[src/rtl/am_nco_modulator_pkg.sv]
// Shared types and constants for the AM modulator that sits behind the NCO.
package am_nco_modulator_pkg;

    // Control states of the NCO consumer.
    typedef enum logic [1:0] {
        ST_IDLE,
        ST_WARM,
        ST_RUN,
        ST_DRAIN
    } state_e;

    // Modulation depth is an unsigned 8-bit fraction of 256.
    localparam int unsigned DEPTH_W     = 8;
    localparam int unsigned DEPTH_SHIFT = 8;

    // Envelope bias 2^(mw-1): the unmodulated envelope level.
    function automatic int unsigned env_bias(input int unsigned mw);
        return 32'd1 << (mw - 1);
    endfunction

endpackage

[src/rtl/am_env_mult.sv]
// Combinational AM datapath: envelope = bias + (depth * audio) >>> 8,
// output = top OW bits of (carrier * envelope).
module am_env_mult
    import am_nco_modulator_pkg::*;
#(
    parameter int unsigned MPR = 10,
    parameter int unsigned MW  = 8,
    parameter int unsigned OW  = 12
) (
    input  logic signed [MW-1:0]      x_i,
    input  logic        [DEPTH_W-1:0] d_i,
    input  logic signed [MPR-1:0]     sin_i,
    output logic signed [OW-1:0]      am_o
);

    localparam int unsigned DXW = MW + DEPTH_W + 1;
    localparam int unsigned EW  = MW + 1;
    localparam int unsigned PW  = MPR + MW + 1;
    localparam logic signed [DXW-1:0] BIAS = DXW'(env_bias(MW));

    logic signed [DXW-1:0] d_ext;
    logic signed [DXW-1:0] x_ext;
    logic signed [DXW-1:0] dx;
    logic signed [DXW-1:0] s;
    logic        [EW-1:0]  env;
    logic signed [PW-1:0]  sin_ext;
    logic signed [PW-1:0]  env_ext;
    logic signed [PW-1:0]  p;

    // Depth is unsigned and the envelope never goes negative, so both are
    // zero-extended before entering the signed multipliers.
    always_comb begin
        d_ext   = {{(DXW-DEPTH_W){1'b0}}, d_i};
        x_ext   = {{(DXW-MW){x_i[MW-1]}}, x_i};
        dx      = d_ext * x_ext;
        s       = dx >>> DEPTH_SHIFT;
        env     = EW'(BIAS + s);
        sin_ext = {{(PW-MPR){sin_i[MPR-1]}}, sin_i};
        env_ext = {{(PW-EW){1'b0}}, env};
        p       = sin_ext * env_ext;
        am_o    = OW'(p >>> (PW - OW));
    end

endmodule

[src/rtl/am_nco_modulator.sv]
// NCO controller/consumer: gates NCO clken for backpressure, captures the
// carrier, applies the AM envelope and presents samples with valid/ready.
module am_nco_modulator
    import am_nco_modulator_pkg::*;
#(
    parameter int unsigned MPR   = 10,
    parameter int unsigned APR   = 16,
    parameter int unsigned MW    = 8,
    parameter int unsigned OW    = 12,
    parameter int unsigned RATIO = 16
) (
    input  logic                      clk,
    input  logic                      reset,
    input  logic                      en_i,
    input  logic        [APR-1:0]     cfg_phi_inc_i,
    input  logic                      cfg_we_i,
    input  logic        [DEPTH_W-1:0] cfg_depth_i,
    input  logic signed [MW-1:0]      aud_data_i,
    input  logic                      aud_valid_i,
    output logic                      aud_ready_o,
    output logic                      nco_clken_o,
    output logic        [APR-1:0]     nco_phi_inc_o,
    input  logic signed [MPR-1:0]     nco_sin_i,
    input  logic                      nco_valid_i,
    output logic signed [OW-1:0]      am_o,
    output logic                      am_valid_o,
    input  logic                      am_ready_i,
    output logic                      underrun_o,
    output logic                      busy_o
);

    localparam int unsigned   CW       = (RATIO > 1) ? $clog2(RATIO) : 1;
    localparam logic [CW-1:0] CNT_LAST = CW'(RATIO - 1);

    state_e                state_q, state_d;
    logic                  clken;
    logic                  capture;
    logic                  boundary;
    logic [CW-1:0]         cnt_q, cnt_d;
    logic signed [MW-1:0]  x_q, x_d;
    logic [DEPTH_W-1:0]    d_q, d_d;
    logic signed [OW-1:0]  am_q, am_d;
    logic signed [OW-1:0]  am_prod;
    logic                  am_valid_q, am_valid_d;
    logic                  underrun_q, underrun_d;
    logic [APR-1:0]        phi_q, phi_d;

    am_env_mult #(
        .MPR (MPR),
        .MW  (MW),
        .OW  (OW)
    ) u_env_mult (
        .x_i   (x_q),
        .d_i   (d_q),
        .sin_i (nco_sin_i),
        .am_o  (am_prod)
    );

    // Next-state logic and NCO clock-enable / capture qualification.
    always_comb begin
        state_d = state_q;
        clken   = 1'b0;
        capture = 1'b0;
        unique case (state_q)
            ST_IDLE: begin
                if (en_i) state_d = ST_WARM;
            end
            ST_WARM: begin
                clken = 1'b1;
                if (!en_i)           state_d = ST_IDLE;
                else if (nco_valid_i) state_d = ST_RUN;
            end
            ST_RUN: begin
                clken   = ~am_valid_q | am_ready_i;
                capture = clken & nco_valid_i;
                if (!en_i) state_d = ST_DRAIN;
            end
            ST_DRAIN: begin
                if (!am_valid_q || am_ready_i) state_d = ST_IDLE;
            end
            default: state_d = ST_IDLE;
        endcase
    end

    // Next values for the sample counter, audio latch, output register and config.
    always_comb begin
        boundary   = capture && (cnt_q == CNT_LAST);
        cnt_d      = cnt_q;
        x_d        = x_q;
        d_d        = d_q;
        underrun_d = underrun_q;
        am_d       = am_q;
        am_valid_d = am_valid_q;
        phi_d      = cfg_we_i ? cfg_phi_inc_i : phi_q;

        if (capture) begin
            cnt_d = (cnt_q == CNT_LAST) ? '0 : cnt_q + CW'(1);
        end

        // A fresh audio sample takes effect from the capture after the boundary.
        if (boundary) begin
            if (aud_valid_i) begin
                x_d = aud_data_i;
                d_d = cfg_depth_i;
            end else begin
                underrun_d = 1'b1;
            end
        end

        if (capture) begin
            am_d       = am_prod;
            am_valid_d = 1'b1;
        end else if (am_ready_i) begin
            am_valid_d = 1'b0;
        end
    end

    // State and datapath registers, asynchronously reset.
    always_ff @(posedge clk or posedge reset) begin
        if (reset) begin
            state_q    <= ST_IDLE;
            cnt_q      <= '0;
            x_q        <= '0;
            d_q        <= '0;
            am_q       <= '0;
            am_valid_q <= 1'b0;
            underrun_q <= 1'b0;
            phi_q      <= '0;
        end else begin
            state_q    <= state_d;
            cnt_q      <= cnt_d;
            x_q        <= x_d;
            d_q        <= d_d;
            am_q       <= am_d;
            am_valid_q <= am_valid_d;
            underrun_q <= underrun_d;
            phi_q      <= phi_d;
        end
    end

    assign nco_clken_o   = clken;
    assign aud_ready_o   = boundary;
    assign nco_phi_inc_o = phi_q;
    assign am_o          = am_q;
    assign am_valid_o    = am_valid_q;
    assign underrun_o    = underrun_q;
    assign busy_o        = (state_q != ST_IDLE);

endmodule

[config.mk]
export PLATFORM = sky130hd
export DESIGN_NAME = am_nco_modulator
export DESIGN_NICKNAME = d
export VERILOG_FILES = /design/src/rtl/am_nco_modulator_pkg.sv /design/src/rtl/am_env_mult.sv /design/src/rtl/am_nco_modulator.sv
export SDC_FILE = /design/constraint.sdc
export NUM_CORES = 1
export LEC_CHECK = 0
export CAP_MARGIN = 20
export CORE_MARGIN = 5
export CORE_UTILIZATION = 36
export CTS_BUF_LIST = sky130_fd_sc_hd__clkbuf_8 sky130_fd_sc_hd__clkbuf_16
export DETAILED_ROUTE_END_ITERATION = 12
export GPL_TIMING_DRIVEN = 0
export PLACE_DENSITY = 0.58
export RECOVER_POWER = 50
export SLEW_MARGIN = 30
export SYNTH_ARGS = -nofsm -noshare
export SYNTH_HDL_FRONTEND = slang
export SYNTH_SLANG_ARGS = --single-unit
[constraint.sdc]
create_clock -name clk -period 8.75 [get_ports clk]
set_input_delay 1.3125 -clock clk [delete_from_list [all_inputs] [get_ports clk]]
set_output_delay 1.3125 -clock clk [all_outputs]
set_load 0.01 [all_outputs]
# Word level (Yosys, flattened, before mapping)
# Index checks and enable logic that the tools add are counted.
# totals
register_bits	52
input_bits	49
output_inout_bits	33
elab_cells	44
# classes
n_addsub	2
mul	2
eq_ne	8
mux	11
n_bitwise	4
reduce_logical	9
# ops
cell	count
$mul 10x10->19	1
$mul 9x8->17	1
$mux 2	5
$add 9x9->9 const A	1
$pmux 2 s4	1
$ne 2x2->1 const B	3
$add 4x1->4 const B	1
$eq 2x2->1 const B	2
$eq 4x4->1 const B	1
$mux 4	1
$reduce_and 2->1	2
$reduce_and 4->1	1
$reduce_bool 2->1	2
$mux 1	3
$ne 3x3->1 const B	1
$eq 2x1->1 const B	1
$logic_not 2->1	1
$not 1->1	2
$pmux 1 s2	1
$and 1x1->1	1
$logic_and 1x1->1	1
$logic_not 1->1	1
$logic_or 1x1->1	1
$or 1x1->1	1

# Depth between registers and ports, before layout
# Gate-level depths: netlist of the first run.
# depth
word_depth	6
depth_mapped	38
mapped_depth_nobuf	36

# Hierarchy
# Synthesis of the first run repeated with hierarchy kept, for this count alone.
# hier_totals
hier_cells	808
area_unflattened_um2	7823.8
# modules_own_cells
mod	instances	cells_per_inst	area_each_um2	seq_area_each_um2
am_env_mult	1	639	5662.9	0.0
am_nco_modulator	1	169	2160.8	1301.2

# Worst setup path after synthesis of the first run
# Ideal clock, no wire load.
# synth_timing
path_kind	flip-flop to flip-flop
from	register d_q[6]
to	register am_q[11] (netlist: am_o[11])
setup_ns	0.092
arrival_ns	8.911
t_required_ns	8.658
slack_ns	-0.253
path_stages_with_launch	35
path_buffers	2
synth_period_minus_slack_ns	9.003
path_cell_list	dfrtp_1 and2_1 fa_1 fa_1 fa_1 inv_1 fa_1 inv_1 ha_1 and3_1 a41o_1 o21ai_1 a21oi_1 o31a_1 clkbuf_1 nor2_1 xnor2_1 clkbuf_1 and2_1 ha_1 fa_1 ha_1 fa_1 inv_1 fa_1 inv_1 ha_1 nand4_1 or4_1 or3_4 a2111oi_4 nor2_2 a211o_1 and4_4 o31ai_2
# synth_via
elab_chain_cells	3
# synth_lines
item	line_no	source
from (decl)	am_nco_modulator.sv:41	logic [DEPTH_W-1:0] d_q, d_d;
from (signal assigned)	am_nco_modulator.sv:124	d_q <= '0;
from (signal assigned)	am_nco_modulator.sv:133	d_q <= d_d;
$mul 9x8->17	am_env_mult.sv:35	dx = d_ext * x_ext;
$add 9x9->9	am_env_mult.sv:37	env = EW'(BIAS + s);
$mul 10x10->19	am_env_mult.sv:40	p = sin_ext * env_ext;
to (signal assigned)	am_nco_modulator.sv:134	am_q <= am_d;
to (decl)	am_nco_modulator.sv:42	logic signed [OW-1:0] am_q, am_d;
# Every way passes these cells.
# A chain may end at the register's enable or synchronous reset.

# Worst setup path in the final report of the first run
# layout_timing
from	register d_q[4]
to	register am_q[11] (netlist: am_o[11])
# Same word-level chain as after synthesis.

==> impl_results.md, run 1 <==
* N_diodes at 0
* Post-synth top flop: dfrtp_1
* Rel. slew slack at -30.04%
* Largest family of logic cells by synthesized area: adder cells
* PnR worst setup slack at -0.1594 ns
* Num CTS Buffers at 5
* HP Start: underrun_o
* CTS tree: built
* CTS H-tree lvls at 2
* Worst Hold Class: register to register
* Finished Cell Area at approximately 0.01 sq mm
* RSZ-0062 raised after global routing: yes
* Placer congestion estimate at approximately 0.87
* Fmax at about 0.11 GHz
* Clk_lat worst skew at just over 0.3 ns
* Dpl hpwl at 13630 um
* Overflow after GRT at 0
* First DRT Iteration DRCs at 187
* Mux share of post-synthesis cell area at 4.722%
* Crit Path Class: register to register
* Hold Crit Endpoint: underrun_o
* Vias in the first global route at 6128
* Slowest cell on crit path: a2111o_2
* Register area at 0.001321 sq mm
* Crit. End Element: register
* Hold Violations, Final at 0
* Most frequent cell after synthesis: inv_1
* Fraction of registers with async set/reset at 100.0%
* Seq/Total Area, Yosys at 17.05%
* CP required at 8.98 ns
* Most frequent CP cell: fa_1
* CP Launch Type: register
* Worst Reg2Reg Path Length in Cells at 31
* Routed WL at approximately 18000 um
* Port Buf Inserts at 79
* Synth cell types at 54
* Synth warnings at 0
* Top post-synthesis cells by area: fa_1, dfrtp_1, ha_1
* Worst reg2reg path startpoint: d_q[4]
* Root buffer cell: clkbuf_16
* DR pass1 iterations at 4
* Complex-gate fraction of the synthesized area at between 6 and 7%
* XOR/XNOR Fraction of Synth Area at 2.181%
* Min-Delay Path Depth at 2
* Maxcap violations at 1
* Dpl cell area at 0.008890 sq mm
* Number of I/O pins at 82
* Die Y-Extent at 155.6 um
* Core Area at 0.02096 sq mm
* Simple-gate area share of the yosys netlist at 16.71%
* Largest stage delay on the critical path at 0.60 ns
* Fillers at 1996
* Reg-to-reg endpoint: am_o[11]
* Final Total Pwr at 0.7783 mW
* Post-Synth Adder-Cell Area at 43.38%
* Placement row count at 53
* Final-report setup violation count at 4
* Post-Synthesis Cell Area at ~0.0076 sq mm
* Syn nets at between 1k and 1.5k
* Area delta synth->final at 30.79%
* Clock share of power at 26.5%
* Status: complete, but fails checks
* Top-area cell type share of the netlist area at 29.12%
* Clock sinks at 52
* Share of layout cells above drive strength 1 at 21.93%
* Dpl ws at -0.8453 ns
* Layout Nets at 1208
* Sw Share at a little under a third
* Peak VDD IR at about 0.079 mV
* First-pass GRT wire length at 29880 um
* Final period util at 101.8%
* Reg2Reg Setup Slack at -0.16 ns
* Multi-input combinational cell area at between 0.006 and 0.007 sq mm
* Psw at 0.2471 mW
* Leakage at 5.031 nW
* Top cells by count, synth: inv_1, fa_1, ha_1, nand2_1, and2_1
* Final slew viol count at 37
* Syn avg cell area at 9.375 sq um
* Hold_ws at ~0.47 ns
* Die area at 0.02421 sq mm
* # DRC at 0
* All-layer global routing usage at around 15%
* Setup Skew at 0.007684 ns
* Sequential share of power at 40.2%
* Antenna viol nets, final at 0
* Initial antenna violation count at 0
* Clock Path Buffers at 2
* Cell taking the most area after synthesis: fa_1
* Critical path arrival at 9.14 ns
* Critical Path Fanout Max at 6
* Worst-Margin Slew at 1.951 ns
* Post-synth EDFFs at 0
* Violated checks: max-capacitance violations, max-slew violations, negative setup slack
* Power per cell area at just under 80 mW/mm^2
* Via count at around 6k
* Clock transition at the registers of the reported paths at around 0.070 ns
* Via density at between 4 and 5
* Internal power at 0.5312 mW
* Mapped Cells at 814
* Seq cells post-synth at 52
* Die W at between 150 and 200 um
* Initial core utilization at about 36%
* Setup TNS at -0.4583 ns
* Post-layout min period at 8.909 ns
* Largest net degree at the start of global routing at 37
* DR WL/cell at ~14 um
* Logic pwr share at 33.3%
## power by group through the flow
stage	Sequential (mW)	Combinational (mW)	Clock, mW
floorplan	0.330	0.107	0
global placement	0.317	0.252	0
detailed placement	0.318	0.256	0
CTS	0.313	0.259	0.215
global route	0.319	0.286	0.221
finish	0.313	0.259	0.206
## critical path, delay by kind of cell, from the launching register on
| kind | cells | cell delay [ns] |
|---|---|---|
| DFF | 1 | 0.45 |
| buffers and inverters | 7 | 0.64 |
| and+or+nand+nor | 7 | 1.07 |
| adders and majority gates | 11 | 4.86 |
| AOI/OAI and AO/OA | 6 | 1.80 |
## per-layer routing
layer	part of all wire, %	global-route usage (%)
met3	2.9	1.831
met4	1.4	3.960
met1	46	20.57
met5	0	0
met2	49	25.24
## metrics by stage
step / std cells / util, %
finish: 1237 / 47.63
global route: 1237 / 47.63
CTS: 1223 / 46.44
detailed placement: 1169 / 42.42
global placement: 1168 / 42.32
floorplan: 814 / -
## placed cells by master (no fill, tap or decap), types with 6 or more instances in the layout
master / instances
o21ai_0: 10
nor3_1: 17
and3_1: 6
nor3_2: 7
nand2b_1: 8
mux2_2: 32
nand2_1: 78
inv_1: 164
clkbuf_1: 10
dfrtp_1: 36
xnor2_1: 12
ha_1: 75
a21oi_1: 10
and2_1: 50
nor2_1: 29
inv_2: 12
buf_6: 6
fa_1: 107
clkdlybuf4s50_1: 78
o21ai_1: 6
dfrtp_2: 16
o31ai_1: 6
ha_4: 12
buf_4: 55
## cell families (layout without fill, tap and decap cells)
logic type | after synthesis | in the layout
muxes | 32 | 32
buffers and inverters | 191 | 339
xor gates and xnor gates | 19 | 19
AOI/OAI and AO/OA | 72 | 72
and+or+nand+nor | 250 | 250
adders and majority gates | 198 | 198
DFF | 52 | 52
## worst max path at each step
stage / start / endpoint / slack, ns
final: d_q[4] / am_o[11] / -0.16
after global routing: d_q[3] / am_o[9] / -0.44
after CTS: d_q[4] / am_o[11] / -0.22
after detailed placement: d_q[5] / am_o[11] / -0.85
after global placement: x_q[7] / am_o[11] / -0.76
after floorplan: x_q[7] / am_o[11] / -0.07
## flip-flops by register name, summed over array words and instances (netlist names), named ones only
register and count:
x_q 8, underrun_o 1, am_o 12, d_q 8
am_valid_o 1, nco_phi_inc_o 16, state_q 1, cnt_q 4
## final cells by class
class / instances / share of cell area (%)
Clock inverter: 3 / 0.1755
Clock buffer: 5 / 1.254
Buffer: 11 / 0.6143
Multi-Input combinational cell: 571 / 61.55
Sequential cell: 52 / 13.24
Inverter: 177 / 6.694
Tap cell: 275 / 3.447
Timing Repair Buffer: 143 / 13.02
## what timing repair did
| item | 4_1_cts | 5_1_grt |
|---|---|---|
| pin swaps | 54 | 38 |
| hold buffers | 0 | 0 |
| buffers inserted | 48 | 15 |
| gates cloned | 0 | 0 |
| gates resized for setup | 75 | 40 |
| setup endpoints to repair | 12 | 12 |
No activity file was read; power rests on OpenSTA's default activity.
==> run 2: changes to the inputs <==
DONT_BUFFER_PORTS = 1   (was not set)
PLACE_DENSITY = 0.53   (was 0.58)
TNS_END_PERCENT = 10   (was not set)
==> run 2 against run 1 <==
The run still ends with max-capacitance violations, max-slew violations, negative setup slack left; clock skew increased by 0.0095 ns; global-route usage fell by 0.38 points; via count is 7.4% lower; combinational power down 49%; non-clock buffer count fell by 89; hold slack gained 0.028 ns; flip-flop and latch count unchanged; die area is the same; fmax down 0.63%; power shrank 12%; critical path depth rose by 2; first-iteration DRC count up 14%; critical endpoint unchanged; largest power group unchanged; highest routed layer unchanged.
==> impl_results.md, run 2 (synthesized netlist as in run 1, its figures left out) <==
* Largest net degree at the start of global routing at 37 (unchanged)
* Core Area at 0.02096 sq mm (unchanged)
* Rel. slew slack at -28.23% (was -30.04%)
* Worst Reg2Reg Path Length in Cells at 33 (was 31)
* Power per cell area at 75.95 mW/mm^2 (was 77.97 mW/mm^2)
* DR pass1 iterations at 4 (unchanged)
* Worst Setup EP: am_o[11] (unchanged)
* Sequential share of power at 48.8% (was 40.2%)
* Area delta synth->final at 18.58% (was 30.79%)
* Critical Path Fanout Max at 6 (unchanged)
* Clock transition at the registers of the reported paths at 0.09 ns (was 0.07 ns)
* PnR worst setup slack at -0.2159 ns (was -0.1594 ns)
* Num CTS Buffers at 5 (unchanged)
* Sw Share at 34.57% (was 31.75%)
* Hold Violations, Final at 0 (unchanged)
* Critical path arrival at 9.14 ns (about the same)
* Dpl cells at 1090 (was 1169)
* # DRC at 0 (unchanged)
* Start point of the critical path: d_q[5] (was d_q[4])
* Logic pwr share at 19.0% (was 33.3%)
* Via count at 5514 (was 5956)
* Final-report setup violation count at 6 (was 4)
* CTS Hold Buffers Added at 0 (unchanged)
* Via density at 4.803 (was 4.815)
* CP required at 8.93 ns (was 8.98 ns)
* All-layer global routing usage at 14.60% (was 14.98%)
* Overflow after GRT at 0 (unchanged)
* Layout Nets at 1119 (was 1208)
* CTS tree: built (unchanged)
* Crit Path Class: register to register (unchanged)
* Crit. End Element: register (unchanged)
* N_diodes at 0 (unchanged)
* Placement row count at 53 (unchanged)
* Maxcap violations at 1 (unchanged)
* Worst Hold Class: register to register (unchanged)
* Finished Cell Area at 0.009049 sq mm (was 0.009981 sq mm)
* Die Y-Extent at 155.6 um (unchanged)
* Violated checks: max-capacitance violations, max-slew violations, negative setup slack (unchanged)
* Number of I/O pins at 82 (unchanged)
* Reg2Reg Setup Slack at -0.22 ns (was -0.16 ns)
* Most frequent CP cell: fa_1 (unchanged)
* First-pass GRT wire length at 28880 um (was 29880 um)
* DR WL/cell at 14.65 um (was 14.25 um)
* CP Launch Type: register (unchanged)
* Share of layout cells above drive strength 1 at 21.53% (was 21.93%)
* Worst reg2reg path startpoint: d_q[5] (was d_q[4])
* Slowest cell on crit path: fa_1 (was a2111o_2)
* Die area at 0.02421 sq mm (unchanged)
* CTS H-tree lvls at 2 (unchanged)
* Worst-Margin Slew at 1.924 ns (was 1.951 ns)
* Most frequent cells in the layout: inv_1, fa_1, nand2_1 (was inv_1, fa_1, nand2_1, clkdlybuf4s50_1, ha_1)
* Clock sinks at 52 (unchanged)
* Clk_lat worst skew at 0.32 ns (was 0.31 ns)
* Final slew viol count at 37 (unchanged)
* Psw at 0.2376 mW (was 0.2471 mW)
* Post-layout min period at 8.966 ns (was 8.909 ns)
* Dpl cell area at 0.008079 sq mm (was 0.008890 sq mm)
* Largest stage delay on the critical path at 0.58 ns (was 0.60 ns)
* HP Start: cnt_q[3] (was underrun_o)
* Setup Skew at 0.01722 ns (was 0.007684 ns)
* Placer congestion estimate at 0.8266 (was 0.8702)
* Final period util at 102.5% (was 101.8%)
* Routed WL at 16820 um (was 17630 um)
* Initial core utilization at 36.42% (unchanged)
* Status: complete, but fails checks (unchanged)
* Initial antenna violation count at 0 (unchanged)
* Leakage at 4.654 nW (was 5.031 nW)
* Layout Cells excl Fill at 1148 (was 1237)
* Post-layout util at 43.18% (was 47.63%)
* Dpl hpwl at 13250 um (was 13630 um)
* Clock Path Buffers at 2 (unchanged)
* Port Buf Inserts at 0 (was 79)
* Vias in the first global route at 5716 (was 6128)
* Die W at 155.6 um (unchanged)
* Root buffer cell: clkbuf_16 (unchanged)
* Antenna viol nets, final at 0 (unchanged)
* First DRT Iteration DRCs at 213 (was 187)
* Reg-to-reg endpoint: am_o[11] (unchanged)
* Internal power at 0.4496 mW (was 0.5312 mW)
* Peak VDD IR at 0.06681 mV (was 0.07878 mV)
* Fmax at 0.1115 GHz (was 0.1122 GHz)
* Most common cell after layout, fill and taps aside: inv_1 (unchanged)
* Clock share of power at 32.2% (was 26.5%)
* Number of flip-flops in the largest register at 16 (unchanged)
* RSZ-0062 raised after global routing: yes (unchanged)
run 2: cell count changes in the layout (fill, tap and decap cells not counted), sizes merged:
cell / delta
dlygate4sd3: -1
buf: -10
inv: -1
clkinv: -1
clkinvlp: +2
clkdlybuf4s50: -78
run 2: critical path: cells and delay by family (launching register included):
| family | cells | cell delay, ns |
|---|---|---|
| adders and majority gates | 11 | 5.02 |
| AOI/OAI and AO/OA | 8 | 1.79 |
| and+or+nand+nor | 6 | 0.82 |
| buffers and inverters | 7 | 0.66 |
| DFF | 1 | 0.46 |
| xor gates and xnor gates | 1 | 0.08 |
run 2: what timing repair did:
action                                  in CTS  in global routing
pin swaps                                   44                 33
resized for setup                           65                 31
endpoints found under the hold margin        0                  0
endpoints found under the setup margin      12                 12
buffers inserted                            48                  4
run 2: worst min-delay path by stage:
| stage | slack (ns) | cells past startpoint | end |
|---|---|---|---|
| 2_1_floorplan | 0.45 | 1 | cnt_q[3] |
| 3_3_place_gp | 0.48 | 1 | cnt_q[3] |
| 3_5_place_dp | 0.49 | 1 | cnt_q[3] |
| 4_1_cts | 0.50 | 1 | cnt_q[3] |
| 5_1_grt | 0.52 | 1 | cnt_q[3] |
| 6_report | 0.50 | 1 | cnt_q[3] |
run 2: per-layer routing:
metal  vias up  global-route usage, %  share of wire [%]
met5         -                      0                  0
met4         0                  4.127                2.0
met3        14                  2.219                4.1
met2        81                  24.54                 49
met1      2732                  19.70                 45
li1       2687                      -                  -
run 2: through the flow:
stage               worst slack (ns)  power [mW]  setup TNS (ns)  hold slack [ns]
floorplan                   -0.06906      0.4362         -0.1869           0.4502
global placement             -0.7920      0.4694          -6.952           0.4770
detailed placement           -0.8738      0.4736          -8.015           0.4867
CTS                          -0.2553      0.7014          -1.074           0.4964
global route                 -0.5454      0.7354          -4.523           0.5171
finish                       -0.2159      0.6872         -0.7785           0.4962
run 2: area by class of cell:
class	instances	area (sq um)
well taps	275	344.1
flip-flops and latches	52	1321
repair buffers	53	401.6
fillers	2105	11910
clock buffers	5	125.1
clock inverters	3	26.28
plain buffers	12	68.82
multi-input cells	571	6093
inverters	177	668.1
run 2: power groups by stage:
stage	Sequential [mW]	Clock, mW	Combinational, mW
3_5_place_dp	0.343	0	0.131
3_3_place_gp	0.342	0	0.127
4_1_cts	0.338	0.230	0.133
6_report	0.336	0.221	0.131
5_1_grt	0.343	0.239	0.153
2_1_floorplan	0.330	0	0.106
==> run 3: changes to the inputs <==
SKIP_LAST_GASP = 1   (was not set)
==> run 3 against run 2 <==
The flow still finishes with violations (max-capacitance violations, max-slew violations, negative setup slack); sequential share of layout area hardly changed; via count up 0.53%; combinational power about the same; critical path depth up 1; clock-buffer cell count did not move; hold slack got worse by 0.00092 ns; sequential power barely moved; non-clock buffer count rose by 2; register-to-register slack improved by 0.03 ns; fmax is 0.34% higher; core utilization about the same; first-iteration DRC count down 2.8%; critical path type unchanged; critical endpoint unchanged.
==> impl_results.md, run 3 (synthesized netlist as in run 1, its figures left out) <==
* Die W at 155.6 um (unchanged)
* Dpl cell area at 0.008079 sq mm (unchanged)
* Layout Cells excl Fill at 1150 (was 1148)
* Final slew viol count at 37 (unchanged)
* Post-layout util at 43.19% (was 43.18%)
* Worst-Margin Slew at 1.917 ns (was 1.924 ns)
* CTS tree: built (unchanged)
* Clock Path Buffers at 2 (unchanged)
* Setup TNS at -0.7753 ns (was -0.7785 ns)
* CP required at 8.93 ns (about the same)
* Placer congestion estimate at 0.8266 (unchanged)
* Worst Path Buf+Inv at 6 (was 7)
* Root buffer cell: clkbuf_16 (unchanged)
* Share of layout cells above drive strength 1 at 21.60% (was 21.53%)
* Initial antenna violation count at 0 (unchanged)
* Crit. End Element: register (unchanged)
* Hold Violations, Final at 0 (unchanged)
* Via count at 5543 (was 5514)
* Via density at 4.820 (was 4.803)
* Dpl hpwl at 13250 um (unchanged)
* DR WL/cell at 14.59 um (was 14.65 um)
* All-layer global routing usage at 14.60% (unchanged)
* Die Y-Extent at 155.6 um (unchanged)
* Slowest cell on crit path: fa_1 (unchanged)
* Worst Hold Class: register to register (unchanged)
* DR pass1 iterations at 4 (unchanged)
* Finished Cell Area at 0.009051 sq mm (was 0.009049 sq mm)
* Num CTS Buffers at 5 (unchanged)
* Area delta synth->final at 18.61% (was 18.58%)
* First-pass GRT wire length at 28880 um (unchanged)
* Post-layout min period at 8.936 ns (was 8.966 ns)
* CP Launch Type: register (unchanged)
* Hold_ws at 0.4953 ns (was 0.4962 ns)
* PnR worst setup slack at -0.1859 ns (was -0.2159 ns)
* Peak VDD IR at 0.06610 mV (was 0.06681 mV)
* Final-report setup violation count at 6 (unchanged)
* Maxcap violations at 1 (unchanged)
* Leakage at 4.669 nW (was 4.654 nW)
* Power per cell area at 75.96 mW/mm^2 (was 75.95 mW/mm^2)
* Initial core utilization at 36.42% (unchanged)
* Final period util at 102.1% (was 102.5%)
* Placement row count at 53 (unchanged)
* Clock transition at the registers of the reported paths at 0.09 ns (about the same)
* Setup Skew at 0.01561 ns (was 0.01722 ns)
* First DRT Iteration DRCs at 207 (was 213)
* Crit Path Class: register to register (unchanged)
* Dpl ws at -0.8738 ns (unchanged)
* Fmax at 0.1119 GHz (was 0.1115 GHz)
* Clk_lat worst skew at 0.32 ns (about the same)
* N_diodes at 0 (unchanged)
* Port Buf Inserts at 0 (unchanged)
* Core Area at 0.02096 sq mm (unchanged)
* Most frequent cells in the layout: inv_1, fa_1, nand2_1 (unchanged)
* Largest stage delay on the critical path at 0.55 ns (was 0.58 ns)
* CTS H-tree lvls at 2 (unchanged)
* Antenna viol nets, final at 0 (unchanged)
* Most common cell after layout, fill and taps aside: inv_1 (unchanged)
* Final Total Pwr at 0.6876 mW (was 0.6872 mW)
* Number of I/O pins at 82 (unchanged)
* Critical Path Fanout Max at 5 (was 6)
* Status: complete, but fails checks (unchanged)
* Most frequent CP cell: fa_1 (unchanged)
* Violated checks: max-capacitance violations, max-slew violations, negative setup slack (unchanged)
* Number of flip-flops in the largest register at 16 (unchanged)
* Routed WL at 16770 um (was 16820 um)
* Worst path top cell family by delay: adder cells (unchanged)
* Layout Nets at 1121 (was 1119)
* Vias in the first global route at 5716 (unchanged)
* Die area at 0.02421 sq mm (unchanged)
* Dpl cells at 1090 (unchanged)
* Overflow after GRT at 0 (unchanged)
* Clock sinks at 52 (unchanged)
* Largest net degree at the start of global routing at 37 (unchanged)
* Rel. slew slack at -27.79% (was -28.23%)
* Critical path arrival at 9.11 ns (was 9.14 ns)
* RSZ-0062 raised after global routing: yes (unchanged)
* # DRC at 0 (unchanged)
-- run 3: power by group --
part / total, mW / internal, mW / switching (mW)
clock network: 0.221 / 0.109 / 0.112
registers: 0.336 / 0.284 / 0.0515
logic: 0.131 / 0.0570 / 0.0742
-- run 3: path summary, 6_finish.rpt --
check | from | end | slack, ns | depth (start not counted)
min | cnt_q[3] | cnt_q[3] | 0.50 | 1
min in group asynchronous | reset | d_q[4] | 1.00 | 1
max reg2reg | x_q[3] | am_o[11] | -0.19 | 34
max in group asynchronous | reset | asynchronous set/reset pin | 5.54 | 2
max | x_q[3] | am_o[11] | -0.19 | 34
min reg2reg | cnt_q[3] | cnt_q[3] | 0.50 | 1
-- run 3: metal layers --
metal  vias up  global-route usage (%)  routed length [um]
met5         -                       0                   0
li1       2689                       -                   -
met3        14                   2.219                 810
met2        95                   24.54                8287
met4         0                   4.127                 336
met1      2745                   19.70                7338
-- run 3: cell type report --
class	count	area, sq um
sequential	52	1321
timing repair buffer	55	412.9
fill	2111	11900
multi-input combinational	571	6085
clock inverter	3	26.28
tap	275	344.1
inverter	177	668.1
clock buffer	5	125.1
buffer	12	68.82
-- run 3: timing repair --
action | CTS | global route
pin swaps | 41 | 42
gates resized for setup | 63 | 31
hold buffers | 0 | 0
endpoints found under the hold margin | 0 | 0
setup buffers | 48 | 6
setup endpoints to repair | 12 | 12
